File: src/rtl/pipe_stage_reg.sv
// Pipeline stage register with ready/valid handshake on both sides.
// SKID_EN=0: single entry, in_ready combinationally follows out_ready.
// SKID_EN=1: two-entry skid buffer. in_ready is registered, so there is
// no combinational path from out_ready to in_ready.
// stall_cnt counts cycles the head entry sat unaccepted and saturates at
// its maximum value.
module pipe_stage_reg #(
  parameter int DATA_W  = 81,
  parameter bit SKID_EN = 1'b1,
  parameter int CNT_W   = 8
) (
  input  logic              clk,
  input  logic              reset,
  input  logic              flush,
  input  logic              in_valid,
  output logic              in_ready,
  input  logic [DATA_W-1:0] in_data,
  output logic              out_valid,
  input  logic              out_ready,
  output logic [DATA_W-1:0] out_data,
  output logic [CNT_W-1:0]  stall_cnt
);

  localparam logic [CNT_W-1:0] CNT_MAX = '1;

  logic [DATA_W-1:0] main;
  logic              deliver;

  assign out_data = main;
  assign deliver  = out_valid && out_ready;

  generate
    if (SKID_EN) begin : g_skid
      localparam logic [1:0] EMPTY = 2'd0;
      localparam logic [1:0] ONE   = 2'd1;
      localparam logic [1:0] FULL  = 2'd2;

      logic [1:0]        state;
      logic [DATA_W-1:0] skid;
      logic              rdy_q;
      logic              accept;

      assign accept    = in_valid && rdy_q;
      assign in_ready  = rdy_q;
      assign out_valid = (state != EMPTY);

      // Occupancy FSM; rdy_q is kept equal to (state != FULL) as it is set
      always_ff @(posedge clk) begin
        if (reset) begin
          state <= EMPTY;
          main  <= '0;
          skid  <= '0;
          rdy_q <= 1'b1;
        end else if (flush) begin
          // payload registers keep their value, only occupancy is dropped
          state <= EMPTY;
          rdy_q <= 1'b1;
        end else begin
          case (state)
            EMPTY: begin
              if (accept) begin
                main  <= in_data;
                state <= ONE;
              end
            end
            ONE: begin
              if (accept && out_ready) begin
                main <= in_data;
              end else if (accept) begin
                skid  <= in_data;
                state <= FULL;
                rdy_q <= 1'b0;
              end else if (out_ready) begin
                state <= EMPTY;
              end
            end
            FULL: begin
              // no accept possible here since rdy_q is low
              if (out_ready) begin
                main  <= skid;
                state <= ONE;
                rdy_q <= 1'b1;
              end
            end
            default: begin
              state <= EMPTY;
              rdy_q <= 1'b1;
            end
          endcase
        end
      end
    end else begin : g_reg
      logic vld;

      assign in_ready  = !vld || out_ready;
      assign out_valid = vld;

      // Single entry: accept overwrites, deliver without refill empties
      always_ff @(posedge clk) begin
        if (reset) begin
          vld  <= 1'b0;
          main <= '0;
        end else if (flush) begin
          vld <= 1'b0;
        end else if (in_valid && in_ready) begin
          main <= in_data;
          vld  <= 1'b1;
        end else if (deliver) begin
          vld <= 1'b0;
        end
      end
    end
  endgenerate

  // Stall counter: counts blocked head cycles, saturates, clears on deliver
  always_ff @(posedge clk) begin
    if (reset || flush) begin
      stall_cnt <= '0;
    end else if (deliver) begin
      stall_cnt <= '0;
    end else if (out_valid && !out_ready && stall_cnt != CNT_MAX) begin
      stall_cnt <= stall_cnt + 1'b1;
    end
  end

endmodule

File: config.mk
export PLATFORM = sky130hd
export DESIGN_NAME = pipe_stage_reg
export DESIGN_NICKNAME = d
export VERILOG_FILES = /design/src/rtl/pipe_stage_reg.sv
export SDC_FILE = /design/constraint.sdc
export NUM_CORES = 1
export LEC_CHECK = 0
export ABC_AREA = 1
export CAP_MARGIN = 10
export CORE_UTILIZATION = 30
export CTS_CLUSTER_DIAMETER = 200
export DETAILED_ROUTE_END_ITERATION = 8
export PLACE_DENSITY = 0.52
export SKIP_CTS_REPAIR_TIMING = 1
export SLEW_MARGIN = 20
export SYNTH_ARGS = -nofsm -noshare
export SYNTH_HDL_FRONTEND = slang
export SYNTH_SLANG_ARGS = --single-unit
File: constraint.sdc
create_clock -name clk -period 3 [get_ports clk]
set_clock_uncertainty 0.1 [all_clocks]
set_input_delay 0.45 -clock clk [delete_from_list [all_inputs] [get_ports clk]]
set_output_delay 0.45 -clock clk [all_outputs]
set_load 0.01 [all_outputs]
==> results.md, run 1 <==
- GRT Total Usage: 0.180
- RSZ-0062 raised after global routing: no
- Root buf cell: clkbuf_16
- First-pass DRT Iterations: 5
- Routed Antenna Nets: 0
- Post-synth top area share: 0.409
- Routability cong.: 0.755
- 1st-iter DRT viols: 501
- #FFs+latches synth: 173
- Dpl hpwl: 16,400 um
- CTS Buf Count: 17
- P_leak: 0.00459 uW
- Port bufs: 176
- Worst hold-check path type: register to register
- Die footprint: 28,900 um2
- Kind of critical path: register to primary output
- Post-synth EDFFs: 0
- CTS H-tree lvls: 4
- Final count of pins violating max slew: 0
- Leading area contributor after synthesis: dfxtp_1
- Placed Cells: 1,744
- Core ar.: 27,800 um2
- Endpoint type of the worst setup path: primary output
- FMAX: 389 MHz
- Tightest Pin Transition: 0.955 ns
- Status: complete, no violations
- Startpoint Class: register
- Period utilization: 0.856
- Final cell count without fillers: 1,775
- Max_slew headroom: 0.363
- R2R setup slack: 0.81 ns
- Register area share after synthesis: 0.409
- Ratio of cells with drive above 1 in the final layout: 0.0530
- Top cells by area, synth: dfxtp_1, nand2_1, nand3_1, nor2_1, nand4_1
- Largest net degree at the start of global routing: 82
- Fin. Hold Viols: 0
- Tmin final: 2.57 ns
- Max-cap violation count: 0
- Final routed DRC violation total: 0
- Initial Utilization: 0.305
- Antenna diode count: 0
- IR drop worst, VDD: 0.262 mV
- Initial antenna violation count: 1
- Clk slew on worst S/H paths: 0.06 ns
- Pre-CTS WS: 0.534 ns
- Syn Inst Count: 1,270
- Synth warn: 0
- Vias per cell: 4.71
- Mapped Area: 8470 um2
- Row count: 61
- CTS tree: done
- Via count: 8,369
- First-pass GRT wire length: 41,300 um
- Number of global-route vias before repair: 7,875
- Synth Flop Type: dfxtp_1
- Die Y-Extent: 170 um
- I/O Pins: 177
- Nets@finish: 1,472
- Crit path arrival time: 2.02 ns
- Clk buf depth: 2
- Drt wl/cell: 14.6 um
- Grt ovf: 0
- Net count after synthesis: 1,357
- Yosys cell types: 21
- Area growth from synthesis to layout: 28.4%
- P per Cell Area: 504 nW/um2
- Clock sinks: 173
- Crit-path max FO: 46
- Fin Setup TNS: 0 ns
- # setup viols final: 0
- Die Width: 170 um
- Clk Latency, worst-skew pair: 0.42 ns
- Syn_area_per_cell: 6.67 um2
- Worst path required time: 2.45 ns
- Detailed-route wire length: 25,900 um
- Ys async rst share: 0
- Final setup margin: 0.431 ns
## flip-flops by register name (all words and copies together) (netlist names)
name	flops
out_data	81
g_skid.skid	81
in_ready	1
stall_cnt	8
g_skid.state	2
## worst paths after layout
check | from | to | cells after the start
max | g_skid.state[1] | out_valid | 3
min | g_skid.skid[45] | g_skid.skid[45] | 2
max reg2reg | g_skid.state[1] | out_data[34] | 7
min reg2reg | g_skid.skid[45] | g_skid.skid[45] | 2
## metal layers
layer,up-vias,GRT usage,share of wire
met5,-,0,0.00050
met4,2,0.0486,0.012
met3,17,0.0486,0.063
met2,194,0.296,0.47
met1,3846,0.229,0.46
li1,4310,-,-
## through the flow
step           hold slack, ns  total power, uW   util  cell area, um2
2_1_floorplan           0.339             2970      -            8470
3_3_place_gp            0.348             3380  0.371           10300
3_5_place_dp            0.352             3380  0.371           10300
4_1_cts                 0.362             5580  0.392           10900
5_1_grt                 0.370             5770  0.392           10900
6_report                0.361             5490  0.392           10900
## worst max-delay path, cell delays in order, from the launching register on
cell             delay [ns]
dfxtp_4                0.71
nor2_1                 0.17
inv_1                  0.11
clkdlybuf4s50_1        0.61
## kinds of logic after synthesis
group,Yosys count,synth area share
simple gates,802,0.413
fa+ha+maj,1,0.00148
flops,173,0.409
xor+xnor,1,0.00103
compound gates,89,0.0526
buf+inv,204,0.123
## Yosys cell counts, drive strengths merged, types with 2 or more instances
cell / instances
nand3: 176
inv: 98
clkbuf: 27
dfxtp: 173
buf: 79
nand4: 85
a21oi: 87
nor3: 3
o21ai: 2
nor2: 183
nand2: 355
## placed cells by master (no fill, tap or decap)
cell type        instances
xor2_1                   1
ha_1                     1
clkbuf_8                 2
clkinv_2                 6
nor2_4                   1
dfxtp_1                172
dfxtp_4                  1
inv_6                    4
clkdlybuf4s50_1        175
inv_2                    2
nand2_2                  1
buf_12                   4
inv_1                   92
o21ai_0                  2
nor2_1                 180
nor3_1                   3
nor2_8                   2
clkinvlp_4               5
bufinv_16                1
nand3_2                  2
buf_4                   23
clkbuf_16               17
nand3_4                  1
nand2_4                  2
a21oi_1                 87
nand3_1                173
nand4_1                 85
nand2_1                352
## area by class of cell
cell class	count	area, um2
clock inverters	12	113
flip-flops and latches	173	3470
inverters	98	373
clock buffers	19	453
repair buffers	202	2000
well taps	378	473
fillers	3037	16900
multi-input cells	893	3990
## power by group
group,internal [uW],switching [uW]
Combinational,403,461
Sequential,2400,57.3
Clock,1190,974
Total,3990,1490
Power figures use the tool's default switching activity.
==> inputs of run 2 (changes only) <==
--- a/config.mk
+++ b/config.mk
@@ -7,10 +7,10 @@
 export LEC_CHECK = 0
 export ABC_AREA = 1
 export CAP_MARGIN = 10
-export CORE_UTILIZATION = 30
+export CORE_UTILIZATION = 55
 export CTS_CLUSTER_DIAMETER = 200
 export DETAILED_ROUTE_END_ITERATION = 8
-export PLACE_DENSITY = 0.52
+export PLACE_DENSITY = 0.85
 export SKIP_CTS_REPAIR_TIMING = 1
 export SLEW_MARGIN = 20
 export SYNTH_ARGS = -nofsm -noshare
==> results.md, run 2 (synthesis gave the netlist of run 1 again) <==
- Status: complete, no violations
- Hold Slack: 0.362 ns (+0.00172 ns)
- P_leak: 0.00463 uW (+0.81%)
- Most common cell after layout, fill and taps aside: nand2_1
- Core ar.: 14,800 um2 (-47%)
- Root buf cell: clkbuf_16
- Startpoint Class: register
- R2R setup slack: 0.62 ns (-0.19 ns)
- Clk buf depth: 2 (unchanged)
- Antenna diode count: 0 (unchanged)
- Hold path startpoint: g_skid.skid[67]
- Dpl hpwl: 13,800 um (-16%)
- Max_slew headroom: 0.403 (+0.0403)
- Routability cong.: 0.816 (+8.0%)
- GRT Total Usage: 0.291 (+0.111)
- Row count: 44 (-28%)
- Initial antenna violation count: 0 (-1)
- P per Cell Area: 536 nW/um2 (+6.2%)
- Via count: 8,671 (+3.6%)
- CTS H-tree lvls: 4 (unchanged)
- Area growth from synthesis to layout: 26.3%
- Most frequent cells in the layout: nand2_1, nor2_1, clkdlybuf4s50_1
- Worst path required time: 2.45 ns (about the same)
- Crit path arrival time: 1.92 ns (-0.10 ns)
- Die Width: 126 um (-26%)
- Clk slew on worst S/H paths: 0.06 ns (about the same)
- Reg2reg end: out_data[69]
- Die footprint: 15,900 um2 (-45%)
- Largest net degree at the start of global routing: 84 (+2.4%)
- Reg2reg path depth: 9 (+2)
- Tightest Pin Transition: 0.895 ns (-0.0604 ns)
- Drt wl/cell: 14.5 um (-0.21%)
- Fin Setup TNS: 0 ns (unchanged)
- Worst hold-check path type: register to register
- Max-cap violation count: 0 (unchanged)
- Placed inst area: 10,000 um2 (-2.6%)
- Vias per cell: 5.49 (+17%)
- Period utilization: 0.823 (-0.0338)
- Kind of critical path: register to primary output
- Die Y-Extent: 126 um (-26%)
- I/O Pins: 177 (unchanged)
- # setup viols final: 0 (unchanged)
- Detailed-route wire length: 22,900 um (-11%)
- Hold EP: g_skid.skid[67]
- Final count of pins violating max slew: 0 (unchanged)
- Launch point of the worst reg-to-reg path: g_skid.state[1]
- Crit-path max FO: 44 (-4.3%)
- Routed Antenna Nets: 0 (unchanged)
- Number of global-route vias before repair: 7,745 (-1.7%)
- Worst Hold Depth: 2 (unchanged)
- Tmin final: 2.47 ns (-0.101 ns)
- CTS tree: done
- Ratio of cells with drive above 1 in the final layout: 0.0502 (-0.00276)
- Fin area: 10,700 um2 (-1.7%)
- 1st-iter DRT viols: 1,037 (+110%)
- Port bufs: 176 (unchanged)
- First-pass DRT Iterations: 5 (unchanged)
- First-pass GRT wire length: 37,700 um (-8.7%)
- Endpoint type of the worst setup path: primary output
- Nets@finish: 1,469 (-0.20%)
- Final routed DRC violation total: 0 (unchanged)
- Fin. Hold Viols: 0 (unchanged)
- Clock sinks: 173 (unchanged)
- RSZ-0062 raised after global routing: no
- IR drop worst, VDD: 0.369 mV (+41%)
- Clk Latency, worst-skew pair: 0.43 ns (about the same)
- Grt ovf: 0 (unchanged)
- CTS Buf Count: 17 (unchanged)
- Initial Utilization: 0.574 (+0.269)
- FMAX: 405 MHz (+4.1%)
## run 2: cell types whose count changed in the layout (fill, tap and decap cells not counted), sizes merged
cell / delta
inv: +1
buf: -3
clkinv: -3
clkbuf: +3
bufinv: +3
clkinvlp: -4
## run 2: power breakdown
group	total, uW	internal, uW	switching [uW]	leakage (uW)
registers	2460	2400	57.0	0.00141
logic	860	402	459	0.00290
clock network	2410	1510	902	0.000318
total	5730	4310	1420	0.00463
## run 2: area by class of cell
| type | count | area, um2 |
|---|---|---|
| timing repair buffer | 199 | 1990 |
| inverter | 98 | 368 |
| clock inverter | 9 | 155 |
| clock buffer | 22 | 495 |
| multi-input combinational | 893 | 3980 |
| sequential | 173 | 3470 |
| fill | 1186 | 4060 |
| tap | 184 | 230 |
## run 2: per-layer routing
layer,part of all wire,up-vias,GRT usage
met5,0,-,0
met4,0.019,0,0.0971
met3,0.087,37,0.0735
met2,0.47,403,0.458
met1,0.43,3933,0.388
li1,-,4298,-
## run 2: stage by stage
step / power (uW) / util / setup slack (ns) / instances
final: 5730 / 0.725 / 0.532 / 1578
after global routing: 5960 / 0.725 / 0.463 / 1578
after CTS: 5760 / 0.725 / 0.540 / 1578
after global placement: 3340 / 0.681 / 0.511 / 1547
after floorplan: 2970 / - / 1.53 / 1270
after detailed placement: 3360 / 0.681 / 0.471 / 1547
## run 2: worst max-delay path by stage
stage                          from               to  slack [ns]
finish              g_skid.state[1]        out_valid        0.53
CTS                 g_skid.state[1]        out_valid        0.54
detailed placement        out_ready  g_skid.skid[15]        0.47
global route        g_skid.state[1]        out_valid        0.46
global placement          out_ready  g_skid.skid[64]        0.51
floorplan              stall_cnt[0]     stall_cnt[4]        1.53
## run 2: critical path, cell delays in order, from the launching register on
cell and delay, ns:
dfxtp_4 0.68, nor2_1 0.15, inv_1 0.11, clkdlybuf4s50_1 0.55
==> inputs of run 3 (changes only) <==
--- a/config.mk
+++ b/config.mk
@@ -7,10 +7,10 @@
 export LEC_CHECK = 0
 export ABC_AREA = 1
 export CAP_MARGIN = 10
-export CORE_UTILIZATION = 55
+export CORE_UTILIZATION = 47
 export CTS_CLUSTER_DIAMETER = 200
 export DETAILED_ROUTE_END_ITERATION = 8
-export PLACE_DENSITY = 0.85
+export PLACE_DENSITY = 0.77
 export SKIP_CTS_REPAIR_TIMING = 1
 export SLEW_MARGIN = 20
 export SYNTH_ARGS = -nofsm -noshare
==> constraint.sdc (replaced) <==
create_clock -name clk -period 2.07 [get_ports clk]
set_clock_uncertainty 0.1 [all_clocks]
set_input_delay 0.3105 -clock clk [delete_from_list [all_inputs] [get_ports clk]]
set_output_delay 0.3105 -clock clk [all_outputs]
set_load 0.01 [all_outputs]
==> results.md, run 3 (synthesis gave the netlist of run 1 again) <==
- Status: complete, no violations
- Area growth from synthesis to layout: 27.3%
- Final routed DRC violation total: 0 (unchanged)
- Pre-CTS WS: 0.103 ns (-0.369 ns)
- Setup crit start: g_skid.state[0]
- Hold Slack: 0.0116 ns (-0.351 ns)
- Via count: 8,635 (-0.42%)
- Endpoint type of the worst setup path: primary output
- Tmin final: 2.00 ns
- Drt wl/cell: 14.5 um (about the same)
- 1st-iter DRT viols: 818 (-21%)
- Startpoint Class: register
- Routability cong.: 0.843 (+3.4%)
- Root buf cell: clkbuf_16
- Max_slew headroom: 0.642 (+0.239)
- Core ar.: 17,400 um2 (+18%)
- Row count: 48 (+9.1%)
- CTS tree: done
- Worst hold-check path type: primary input to register
- Die Y-Extent: 136 um (+8.1%)
- Most common cell after layout, fill and taps aside: nand2_1
- Grt ovf: 0 (unchanged)
- Port bufs: 176 (unchanged)
- Initial antenna violation count: 0 (unchanged)
- Crit path arrival time: 1.58 ns (-0.34 ns)
- Vias per cell: 5.31 (-3.4%)
- Hold path startpoint: reset
- FMAX: 501 MHz
- Final setup margin: 0.0748 ns (-0.458 ns)
- Multi-input gate area: 4000 um2 (+0.31%)
- Dpl hpwl: 14,800 um (+7.0%)
- First-pass DRT Iterations: 6 (+1)
- Crit-path max FO: 6 (-86%)
- Fin. Hold Viols: 0 (unchanged)
- GRT Total Usage: 0.258 (-0.0333)
- Ratio of cells with drive above 1 in the final layout: 0.0563 (+0.00613)
- Kind of critical path: register to primary output
- Clk buf depth: 2 (unchanged)
- P_leak: 0.00465 uW (+0.41%)
- Final cell count without fillers: 1,627 (+3.1%)
- Largest net degree at the start of global routing: 71 (-15%)
- Antenna diode count: 0 (unchanged)
- Clk Latency, worst-skew pair: 0.43 ns (about the same)
- Detailed-route wire length: 23,600 um (+3.1%)
- IR drop worst, VDD: 0.625 mV (+69%)
- Max-cap violation count: 0 (unchanged)
- I/O Pins: 177 (unchanged)
- Most frequent cells in the layout: nand2_1, nor2_1, clkdlybuf4s50_1
- Number of fill cells: 1,665 (+40%)
- First-pass GRT wire length: 38,000 um (+0.92%)
- Worst path required time: 1.66 ns (-0.79 ns)
- CTS Buf Count: 17 (unchanged)
- CTS H-tree lvls: 4 (unchanged)
- P per Cell Area: 716 nW/um2 (+34%)
- Clock sinks: 173 (unchanged)
- Die footprint: 18,600 um2 (+17%)
- RSZ-0062 raised after global routing: no
- Die Width: 136 um (+8.1%)
- Routed Antenna Nets: 0 (unchanged)
- Tightest Pin Transition: 0.537 ns (-0.358 ns)
- Seq. cell area: 3470 um2 (about the same)
- Period utilization: 0.964
- Placed Cells: 1,597 (+3.2%)
- Number of global-route vias before repair: 7,817 (+0.93%)
- Launch point of the worst reg-to-reg path: stall_cnt[0]
- # setup viols final: 0 (unchanged)
- Nets@finish: 1,480 (+0.75%)
- Clk slew on worst S/H paths: 0.06 ns (about the same)
- Initial Utilization: 0.486 (-0.0877)
- Design Power: 7720 uW (+35%)
- Final count of pins violating max slew: 0 (unchanged)
## run 3: changes by cell type in the layout (fill, tap and decap cells not counted), sizes merged
| cell | delta |
|---|---|
| inv | -1 |
| buf | +11 |
| clkinvlp | +2 |
| bufinv | -4 |
## run 3: power breakdown
| part | leakage, uW | internal (uW) | switching (uW) |
|---|---|---|---|
| combinational | 0.00299 | 605 | 673 |
| clock | 0.000246 | 1600 | 1280 |
| sequential | 0.00141 | 3480 | 82.8 |
## run 3: worst paths after layout
kind         slack (ns)              to  cells past startpoint
min                0.01        in_ready                      3
max reg2reg        0.29    stall_cnt[7]                      8
min reg2reg        0.36  g_skid.skid[8]                      2
max                0.07       out_valid                      3
## run 3: per-stage QoR
stage	area, um2	TNS [ns]	util
2_1_floorplan	8470	0	-
3_3_place_gp	10200	0	0.588
3_5_place_dp	10200	0	0.588
4_1_cts	10800	-0.103	0.618
5_1_grt	10800	0	0.619
6_report	10800	0	0.619
## run 3: area by class of cell
class                           instances  share of cell area
Clock inverter                          6             0.00383
Clock buffer                           22              0.0440
Timing Repair Buffer                  210               0.200
Inverter                               98              0.0341
Tap cell                              225              0.0261
Multi-Input combinational cell        893               0.371
Sequential cell                       173               0.322
## run 3: metal layers
metal,GRT usage,share of wire
met1,0.328,0.43
met3,0.0574,0.071
met4,0.0975,0.021
met2,0.422,0.48
met5,0,0
## run 3: critical path, stage by stage, from the launching register on
cell,delay (ns)
dfxtp_2,0.42
nor2_2,0.07
inv_1,0.07
clkdlybuf4s50_1,0.60
